[config.mk]
export PLATFORM = sky130hd
export DESIGN_NAME = qm_writeback
export DESIGN_NICKNAME = d
export VERILOG_FILES = /design/src/rtl/qm_writeback_pkg.sv /design/src/rtl/qm_wb_fifo.sv /design/src/rtl/qm_writeback.sv
export SDC_FILE = /design/constraint.sdc
export NUM_CORES = 1
export LEC_CHECK = 0
export BUFFER_PORTS_ARGS = -buffer_cell sky130_fd_sc_hd__buf_2
export CAP_MARGIN = 20
export CORE_MARGIN = 2
export CORE_UTILIZATION = 38
export CTS_BUF_LIST = sky130_fd_sc_hd__clkbuf_4 sky130_fd_sc_hd__clkbuf_8
export DETAILED_ROUTE_END_ITERATION = 6
export SYNTH_ARGS = -nofsm -noshare
export SYNTH_HDL_FRONTEND = slang
export SYNTH_SLANG_ARGS = --single-unit
[constraint.sdc]
create_clock -name clk -period 12.4 [get_ports clk]
set_clock_uncertainty 0.1 [all_clocks]
set_input_delay 0.62 -clock clk [delete_from_list [all_inputs] [get_ports clk]]
set_output_delay 0.62 -clock clk [all_outputs]
set_load 0.01 [all_outputs]
[src/rtl/qm_writeback_pkg.sv]
// Shared widths and types for the register-file write-back path.
// Default parameters for the top block and its FIFO live here.
package qm_writeback_pkg;

   localparam int unsigned QM_DATA_W   = 32;
   localparam int unsigned QM_RADDR_W  = 5;
   localparam int unsigned QM_WB_DEPTH = 4;

   localparam logic [QM_RADDR_W-1:0] QM_REG_ZERO = 5'd0;

   // Which producer wins the single enqueue slot this cycle.
   typedef enum logic [1:0] {
      SrcNone,
      SrcMem,
      SrcAlu
   } wb_src_e;

endpackage

[src/rtl/qm_wb_fifo.sv]
// Write-back result FIFO: storage, pointers and occupancy count.
// Entries are also presented oldest-first so the owner can search them for pending writes.
module qm_wb_fifo
   import qm_writeback_pkg::*;
#(
   parameter int unsigned DEPTH  = QM_WB_DEPTH,
   parameter int unsigned DATA_W = QM_DATA_W,
   parameter int unsigned ADDR_W = QM_RADDR_W
) (
   input  logic                     clk,
   input  logic                     reset,
   input  logic                     push,
   input  logic [ADDR_W-1:0]        push_wa,
   input  logic [DATA_W-1:0]        push_wd,
   input  logic                     pop,
   output logic [$clog2(DEPTH):0]   count,
   output logic [ADDR_W-1:0]        head_wa,
   output logic [DATA_W-1:0]        head_wd,
   output logic [DEPTH-1:0]         age_valid,
   output logic [ADDR_W-1:0]        age_wa [DEPTH],
   output logic [DATA_W-1:0]        age_wd [DEPTH]
);

   localparam int unsigned PtrW = $clog2(DEPTH);
   localparam int unsigned CntW = PtrW + 1;

   logic [ADDR_W-1:0] wa_q [DEPTH];
   logic [ADDR_W-1:0] wa_d [DEPTH];
   logic [DATA_W-1:0] wd_q [DEPTH];
   logic [DATA_W-1:0] wd_d [DEPTH];
   logic [PtrW-1:0]   wr_ptr_q, wr_ptr_d;
   logic [PtrW-1:0]   rd_ptr_q, rd_ptr_d;
   logic [CntW-1:0]   count_q, count_d;

   always_comb begin
      wa_d     = wa_q;
      wd_d     = wd_q;
      wr_ptr_d = wr_ptr_q;
      rd_ptr_d = rd_ptr_q;
      count_d  = count_q;
      if (push) begin
         wa_d[wr_ptr_q] = push_wa;
         wd_d[wr_ptr_q] = push_wd;
         wr_ptr_d       = wr_ptr_q + PtrW'(1);
      end
      if (pop) begin
         rd_ptr_d = rd_ptr_q + PtrW'(1);
      end
      case ({push, pop})
         2'b10:   count_d = count_q + CntW'(1);
         2'b01:   count_d = count_q - CntW'(1);
         default: count_d = count_q;
      endcase
   end

   always_ff @(posedge clk or posedge reset) begin
      if (reset) begin
         for (int i = 0; i < DEPTH; i++) begin
            wa_q[i] <= '0;
            wd_q[i] <= '0;
         end
         wr_ptr_q <= '0;
         rd_ptr_q <= '0;
         count_q  <= '0;
      end else begin
         wa_q     <= wa_d;
         wd_q     <= wd_d;
         wr_ptr_q <= wr_ptr_d;
         rd_ptr_q <= rd_ptr_d;
         count_q  <= count_d;
      end
   end

   // Index 0 is the oldest live entry; higher indices are younger.
   always_comb begin
      logic [PtrW-1:0] idx;
      idx = '0;
      for (int i = 0; i < DEPTH; i++) begin
         idx          = rd_ptr_q + PtrW'(i);
         age_valid[i] = CntW'(i) < count_q;
         age_wa[i]    = wa_q[idx];
         age_wd[i]    = wd_q[idx];
      end
   end

   assign count   = count_q;
   assign head_wa = wa_q[rd_ptr_q];
   assign head_wd = wd_q[rd_ptr_q];

endmodule

[src/rtl/qm_writeback.sv]
// Register-file write port driver: arbitrates load/ALU results into a FIFO, drains one write
// per cycle, and reports the youngest pending value for the two decode read addresses.
module qm_writeback
   import qm_writeback_pkg::*;
#(
   parameter int unsigned DEPTH  = QM_WB_DEPTH,
   parameter int unsigned DATA_W = QM_DATA_W,
   parameter int unsigned ADDR_W = QM_RADDR_W
) (
   input  logic              clk,
   input  logic              reset,
   input  logic              mem_valid,
   output logic              mem_ready,
   input  logic [ADDR_W-1:0] mem_wa,
   input  logic [DATA_W-1:0] mem_wd,
   input  logic              alu_valid,
   output logic              alu_ready,
   input  logic [ADDR_W-1:0] alu_wa,
   input  logic [DATA_W-1:0] alu_wd,
   output logic              we3,
   output logic [ADDR_W-1:0] wa3,
   output logic [DATA_W-1:0] wd3,
   input  logic [ADDR_W-1:0] ra1,
   input  logic [ADDR_W-1:0] ra2,
   output logic              hit1,
   output logic              hit2,
   output logic [DATA_W-1:0] fwd1,
   output logic [DATA_W-1:0] fwd2,
   output logic              empty
);

   localparam int unsigned CntW = $clog2(DEPTH) + 1;
   localparam logic [ADDR_W-1:0] RegZero = ADDR_W'(QM_REG_ZERO);

   wb_src_e           src;
   logic              full;
   logic              push;
   logic              pop;
   logic [ADDR_W-1:0] push_wa;
   logic [DATA_W-1:0] push_wd;
   logic [CntW-1:0]   count;
   logic [ADDR_W-1:0] head_wa;
   logic [DATA_W-1:0] head_wd;
   logic [DEPTH-1:0]  age_valid;
   logic [ADDR_W-1:0] age_wa [DEPTH];
   logic [DATA_W-1:0] age_wd [DEPTH];

   logic              we3_q, we3_d;
   logic [ADDR_W-1:0] wa3_q, wa3_d;
   logic [DATA_W-1:0] wd3_q, wd3_d;

   // Ready looks only at the registered count, so a full FIFO never passes a result through.
   always_comb begin
      full      = (count == CntW'(DEPTH));
      mem_ready = !full;
      alu_ready = !full && !mem_valid;
      src       = SrcNone;
      if (mem_valid && mem_ready) begin
         src = SrcMem;
      end else if (alu_valid && alu_ready) begin
         src = SrcAlu;
      end
      unique case (src)
         SrcMem: begin
            push_wa = mem_wa;
            push_wd = mem_wd;
         end
         SrcAlu: begin
            push_wa = alu_wa;
            push_wd = alu_wd;
         end
         default: begin
            push_wa = '0;
            push_wd = '0;
         end
      endcase
      // Writes to r0 are accepted and then dropped.
      push = (src != SrcNone) && (push_wa != RegZero);
      pop  = (count != '0);
   end

   qm_wb_fifo #(
      .DEPTH  (DEPTH),
      .DATA_W (DATA_W),
      .ADDR_W (ADDR_W)
   ) u_fifo (
      .clk       (clk),
      .reset     (reset),
      .push      (push),
      .push_wa   (push_wa),
      .push_wd   (push_wd),
      .pop       (pop),
      .count     (count),
      .head_wa   (head_wa),
      .head_wd   (head_wd),
      .age_valid (age_valid),
      .age_wa    (age_wa),
      .age_wd    (age_wd)
   );

   always_comb begin
      we3_d = pop;
      wa3_d = pop ? head_wa : wa3_q;
      wd3_d = pop ? head_wd : wd3_q;
   end

   always_ff @(posedge clk or posedge reset) begin
      if (reset) begin
         we3_q <= 1'b0;
         wa3_q <= '0;
         wd3_q <= '0;
      end else begin
         we3_q <= we3_d;
         wa3_q <= wa3_d;
         wd3_q <= wd3_d;
      end
   end

   // Oldest source first so later (younger) matches override earlier ones.
   always_comb begin
      hit1 = 1'b0;
      fwd1 = '0;
      hit2 = 1'b0;
      fwd2 = '0;
      if (we3_q && (wa3_q == ra1)) begin
         hit1 = 1'b1;
         fwd1 = wd3_q;
      end
      if (we3_q && (wa3_q == ra2)) begin
         hit2 = 1'b1;
         fwd2 = wd3_q;
      end
      for (int i = 0; i < DEPTH; i++) begin
         if (age_valid[i] && (age_wa[i] == ra1)) begin
            hit1 = 1'b1;
            fwd1 = age_wd[i];
         end
         if (age_valid[i] && (age_wa[i] == ra2)) begin
            hit2 = 1'b1;
            fwd2 = age_wd[i];
         end
      end
      if (ra1 == RegZero) begin
         hit1 = 1'b0;
         fwd1 = '0;
      end
      if (ra2 == RegZero) begin
         hit2 = 1'b0;
         fwd2 = '0;
      end
   end

   assign we3   = we3_q;
   assign wa3   = wa3_q;
   assign wd3   = wd3_q;
   assign empty = (count == '0) && !we3_q;

endmodule

==> results of run 1 <==
==> cell usage after synthesis, types with 3 or more instances <==
library cell    n  share of area [%]
dfrtp_1       193                 34
inv_1           8               0.21
a221oi_2        5               0.52
mux4_1          6                1.1
nand4_2         3               0.26
nand2_1       270                7.1
mux2i_1         9               0.63
nand3_1         3               0.10
ha_1            9               0.78
a22oi_1        33                1.7
or2_2          32                1.4
nand4_1         3               0.13
a32oi_1        68                4.1
o21ai_1         3               0.10
buf_2          68                2.4
nor2_1         74                1.9
or2_1           4               0.17
a221oi_1       59                3.6
mux4_2        142                 22
nor3_2          4               0.28
buf_4           6               0.31
xor2_1         14               0.85
buf_6          15                1.2
clkbuf_1       53                1.4
o31ai_1        64                3.3
o21ai_0       152                5.3
xnor2_1        40                2.4
clkbuf_4        3               0.16
==> final timing paths <==
path	to	slack (ns)	depth (start not counted)
setup reg to reg	u_fifo.wd_q[3]$_DFFE_PP0P_	8.71	8
setup / recovery	fwd2[30]	6.95	7
hold reg to reg	wd3[9]$_DFFE_PP0P_	0.44	2
max in group asynchronous	wd3[19]$_DFFE_PP0P_	10.13	5
hold / removal	u_fifo.wd_q[110]$_DFFE_PP0P_	0.37	3
min in group asynchronous	u_fifo.wa_q[6]$_DFFE_PP0P_	0.47	3
==> per-layer routing <==
metal	part of all wire [%]	vias up
met4	2.1	2
met1	41	6187
met2	49	565
li1	-	5496
met5	0.028	-
met3	8.0	73
==> cells in the final DEF (no fill, tap or decap), types with 32 or more instances in the layout <==
cell type  count
xnor2_1       40
dfrtp_1      191
o31ai_1       64
mux4_2       142
buf_2        194
a221oi_1      59
nor2_1        73
a22oi_1       33
a32oi_1       68
nand2_1      270
or2_2         32
o21ai_0      149
==> per-stage QoR <==
stage                     utilization, %  power, W
after CTS                           42.4   0.00425
final                               42.6   0.00424
after floorplan                        -   0.00317
after detailed placement            41.4   0.00382
after global routing                42.6   0.00457
after global placement              41.4   0.00376
==> critical path: stages, from the launching register on <==
cell and delay (ns):
dfrtp_4 1.06, mux4_1 0.71, xnor2_1 0.16, nand4_1 0.18, or2_1 0.17, nand3_2 0.78, o31ai_1 0.86, buf_2 0.25
==> cell families after synthesis <==
group           count (synthesis)  share of synthesized area, %
compound gates                398                          19.7
xor+xnor                       56                          3.52
fa+ha+maj                       9                         0.784
buf+inv                       155                          5.86
flops                         193                          33.6
mux                           159                          24.2
simple gates                  411                          12.3
==> where the power goes <==
part	total [W]	internal, W	switching (W)
clock	0.000423	0.000152	0.000271
sequential	0.00127	0.000887	0.000386
combinational	0.00255	0.00118	0.00136
total	0.00424	0.00222	0.00202
==> cell type report <==
| cell class | instances | area, um^2 | share of cell area, % |
|---|---|---|---|
| Tap cell | 511 | 639 | 4.02 |
| Sequential cell | 193 | 4840 | 30.4 |
| Timing Repair Buffer | 221 | 1220 | 7.64 |
| Clock inverter | 14 | 140 | 0.880 |
| Clock buffer | 18 | 241 | 1.52 |
| Multi-Input combinational cell | 1033 | 8810 | 55.3 |
| Inverter | 8 | 37.5 | 0.236 |
==> repair_timing <==
action | in CTS | in global routing
hold buffers | 0 | 1
endpoints found under the hold margin | 0 | 15
gates resized for setup | 0 | 0
==> sequential cells by signal, summed over array words and instances (netlist names) <==
name	flops
u_fifo.wd_q	128
wd3	32
u_fifo.wa_q	20
wa3	5
u_fifo.count	3
u_fifo.rd_ptr_q	2
u_fifo.wr_ptr_q	2
we3	1
==> reports/metrics.cfg, run 1 <==
[hold_path]
hp-class = input port to flip-flop
hold_path.startpoint = mem_wd[14]

[run]
maxCapViolCount = 0

[floorplanning]
core_area_mm2 = 0.0374
fp.dieH_um = 198
die_width_um = 198
dieArea_mm2 = 0.0394
ioPinCount = 195
rows = 71
initial_utilization_pct = 38.4

[detailed_routing]
drt-wirelength-per-cell_um = 23.1
via_per_inst = 6.17
drt_wl_total_mm = 46.2
vias = 12323
drc = 0
dr.pass1.iters = 7
antenna_left = 0
drt-initial-drc-count = 970

[sta]
hold_viol = 0
fin_crit_ns = 5.45
setup_viol = 0
worstMarginPinSlew_ns = 1.03
maxSlewViolCount = 0
hold_slack_ns = 0.369
finalCritPeriodShare_pct = 44.0
max_slew_margin_pct = 31.2
setup_slack_ns = 6.95
fmax_ghz = 0.183
grt_setup_unrepaired = no
tns_ns = 0

[pwr]
power_density_mw_per_mm2 = 266
irDropWorstVdd_mv = 0.132
p_leak_nw = 6.61

[synthesis]
syn_area_mm2 = 0.0144
syn_nets = 1478
syn_inst = 1381
synthDistinctLibCells = 57
synth-main-ff-cell = dfrtp_1
yosysWarningCount = 0
async_reset_ff_share_pct = 100
yosysSeqAreaShare_pct = 33.6
synth_edf_count = 0
avgSynthCellArea_um2 = 10.4
ys_ff_latch = 193

[critical_path]
r2r_start = u_fifo.count[1]$_DFFE_PP0P_
path_class = flip-flop to output port
worstSetupStartpointType = flip-flop
critical_path.max_fanout = 65
crit_arrival_ns = 4.73
worstSetupEndpointType = output port
worstPathRequired_ns = 11.68
worstSetupStartpoint = u_fifo.rd_ptr_q[0]$_DFFE_PP0P_

[placement]
dp_hpwl_mm = 28.7
gp_congestion = 0.837
dpl_cell_area_mm2 = 0.0155
pre_cts_slack_ns = 7.60
dp_cells = 1963
portBuffers = 194

[global_routing]
met1_usage_pct = 31.6
track_usage_pct = 23.8
top_usage_layer = met2
grt_antenna_before_repair = 1
use_met3_pct = 4.56
overflow = 0
grt_pass1_wl_mm = 70.5
grt_util_met2_pct = 39.2
grt_max_degree = 141
grt_pass1_vias = 11720

[layout]
num_antenna_cells = 0
design_area_mm2 = 0.0159
final_cells = 1998
fin_nets = 1571
area_growth_pct = 10.9
layout-drive-gt1-share_pct = 31.3
fill_cells = 3594

[cts]
cts_buffer_depth = 2
insertion_delay_ns = 0.51
cts_made_buffers = 17
cts_root_buf = clkbuf_8
post_cts_buffers = 0
cts.sinks = 193
cts_tree = built
path_clk_slew_ns = 0.12
cts-htree-levels = 4

[run_status]
status = finished, final reports clean

Power figures use the tool's default switching activity.
==> run 2: changes to the inputs <==
- clock period: 12.4 -> 4.9 ns (I/O delays scaled with it)
==> run 2 against run 1 <==
Clock power rose to 2.6 times the previous value. Critical path depth unchanged. Utilization grew 0.37 points. Global-route usage grew 0.74 points. Worst setup slack got worse by 6.5 ns. Sequential power is 150% higher.
==> reports/metrics.cfg, run 2 (synthesis gave the netlist of run 1 again) <==
[run_status]
status = finished, final reports clean

[critical_path]
critical_path.max_fanout = 35  ; -46%
worstSetupEndpointType = output port
worstSetupStartpoint = u_fifo.rd_ptr_q[0]$_DFFE_PP0P_
r2r_end = u_fifo.wd_q[2]$_DFFE_PP0P_
worstSetupStartpointType = flip-flop
path_class = flip-flop to output port
crit_path_end = fwd1[30]
r2r_start = u_fifo.count[0]$_DFFE_PP0P_
r2r_slack_ns = 0.84  ; -7.87 ns
crit_arrival_ns = 4.14  ; -0.59 ns
r2r_cells = 8  ; unchanged
worstPathRequired_ns = 4.55  ; -7.13 ns

[sta]
fmax_ghz = 0.223
tns_ns = 0  ; unchanged
worstMarginPinSlew_ns = 1.02  ; -0.0135 ns
finalCritPeriodShare_pct = 91.5
maxSlewViolCount = 0  ; unchanged
hold_viol = 0  ; unchanged
fin_crit_ns = 4.48
setup_slack_ns = 0.416  ; -6.53 ns
grt_setup_unrepaired = no
max_slew_margin_pct = 32.2  ; +0.98 points
setup_viol = 0  ; unchanged
hold_slack_ns = 0.0233  ; -0.345 ns

[cts]
path_clk_slew_ns = 0.11  ; about the same
cts_root_buf = clkbuf_8
post_cts_buffers = 0  ; unchanged
cts_made_buffers = 17  ; unchanged
cts_tree = built
cts_buffer_depth = 2  ; unchanged
cts-htree-levels = 4  ; unchanged
cts.sinks = 193  ; unchanged
cts-resized-gates = 0  ; unchanged
insertion_delay_ns = 0.50  ; about the same

[layout]
final_common_cell = nand2_1
layout-drive-gt1-share_pct = 31.5  ; +0.26 points
num_antenna_cells = 0  ; unchanged
utilization_pct = 42.9  ; +0.37 points
final_cell_mix = nand2_1, buf_2, dfrtp_1, o21ai_0, mux4_2
regMostFlops = u_fifo.wd_q
area_growth_pct = 11.8
fin_nets = 1581  ; +0.64%
largest_reg_flops = 128  ; unchanged

[detailed_routing]
drc = 0  ; unchanged
dr.pass1.iters = 5  ; -2
drt_wl_total_mm = 47.4  ; +2.7%
antenna_left = 0  ; unchanged
via_per_inst = 6.18  ; +0.20%
drt-initial-drc-count = 937  ; -3.4%
drt-wirelength-per-cell_um = 23.6  ; +2.1%
vias = 12409  ; +0.70%

[pwr]
p_leak_nw = 6.67  ; +1.0%
power_density_mw_per_mm2 = 677  ; +150%
irDropWorstVdd_mv = 0.517  ; +290%

[floorplanning]
rows = 71  ; unchanged
dieArea_mm2 = 0.0394  ; unchanged
initial_utilization_pct = 38.4  ; unchanged
fp.dieH_um = 198  ; unchanged
ioPinCount = 195  ; unchanged
core_area_mm2 = 0.0374  ; unchanged
die_width_um = 198  ; unchanged

[global_routing]
overflow = 0  ; unchanged
track_usage_pct = 24.5  ; +0.74 points
grt_max_degree = 157  ; +11%
grt_pass1_wl_mm = 72.7  ; +3.1%
grt_antenna_before_repair = 0  ; -1
grt_pass1_vias = 11964  ; +2.1%

[placement]
gp_congestion = 0.833  ; -0.42%
portBuffers = 194  ; unchanged
dp_hpwl_mm = 30.7  ; +6.9%
pre_cts_slack_ns = 0.900  ; -6.71 ns

[hold_path]
hp-class = input port to flip-flop

[run]
maxCapViolCount = 0  ; unchanged

==> run 2: cell types whose count changed in the layout (fill, tap and decap cells not counted), sizes merged <==
cell / change
buf: +7
clkinv: +1
inv: -2
dlygate4sd3: +3
bufinv: +1
==> run 2: worst min-delay path by stage <==
stage	start	to	slack (ns)	depth (start not counted)
final	mem_wd[20]	u_fifo.wd_q[116]$_DFFE_PP0P_	0.02	3
after global routing	mem_wd[14]	u_fifo.wd_q[110]$_DFFE_PP0P_	0.03	3
after CTS	mem_wd[7]	u_fifo.wd_q[103]$_DFFE_PP0P_	0.005	3
after detailed placement	wd3[12]$_DFFE_PP0P_	wd3[12]$_DFFE_PP0P_	0.41	2
after global placement	wd3[9]$_DFFE_PP0P_	wd3[9]$_DFFE_PP0P_	0.41	2
after floorplan	mem_wd[2]	u_fifo.wd_q[98]$_DFFE_PP0P_	0.38	2
==> run 2: layer usage <==
metal	vias up	track usage, %	routed length (um)
met5	-	0	0
met4	0	8.72	1270
met3	100	4.48	3550
met2	605	40.4	22900
met1	6197	32.6	19700
li1	5507	-	-
==> run 2: area by class of cell <==
class / instances / area, um^2
clock buffer: 18 / 241
timing repair buffer: 231 / 1350
multi-input combinational: 1033 / 8810
fill: 3605 / 21300
inverter: 8 / 33.8
sequential: 193 / 4840
tap: 511 / 639
clock inverter: 14 / 144
==> run 2: report_power, final <==
group	total [W]	internal, W	switching (W)
Clock	0.00109	0.000427	0.000663
Sequential	0.00315	0.00225	0.000900
Combinational	0.00663	0.00305	0.00358
Total	0.0109	0.00572	0.00515
==> run 2: critical path, cell delays in order, from the launching register on <==
cell and delay, ns:
dfrtp_4 0.76, mux4_1 0.71, xnor2_1 0.21, nand4_2 0.15, nor2_4 0.68, a221oi_1 0.22
o31ai_1 0.62, buf_2 0.25
==> run 2: through the flow <==
step | std cells | power, W | cell area (um^2)
2_1_floorplan | 1381 | 0.00802 | 14400
3_3_place_gp | 1971 | 0.00958 | 15600
3_5_place_dp | 1971 | 0.00978 | 15600
4_1_cts | 2007 | 0.0109 | 16000
5_1_grt | 2008 | 0.0117 | 16100
6_report | 2008 | 0.0109 | 16100
==> run 2: timing repair <==
item                                    4_1_cts  5_1_grt
endpoints found under the setup margin        0        0
endpoints found under the hold margin       157        0
hold buffers                                  4        0
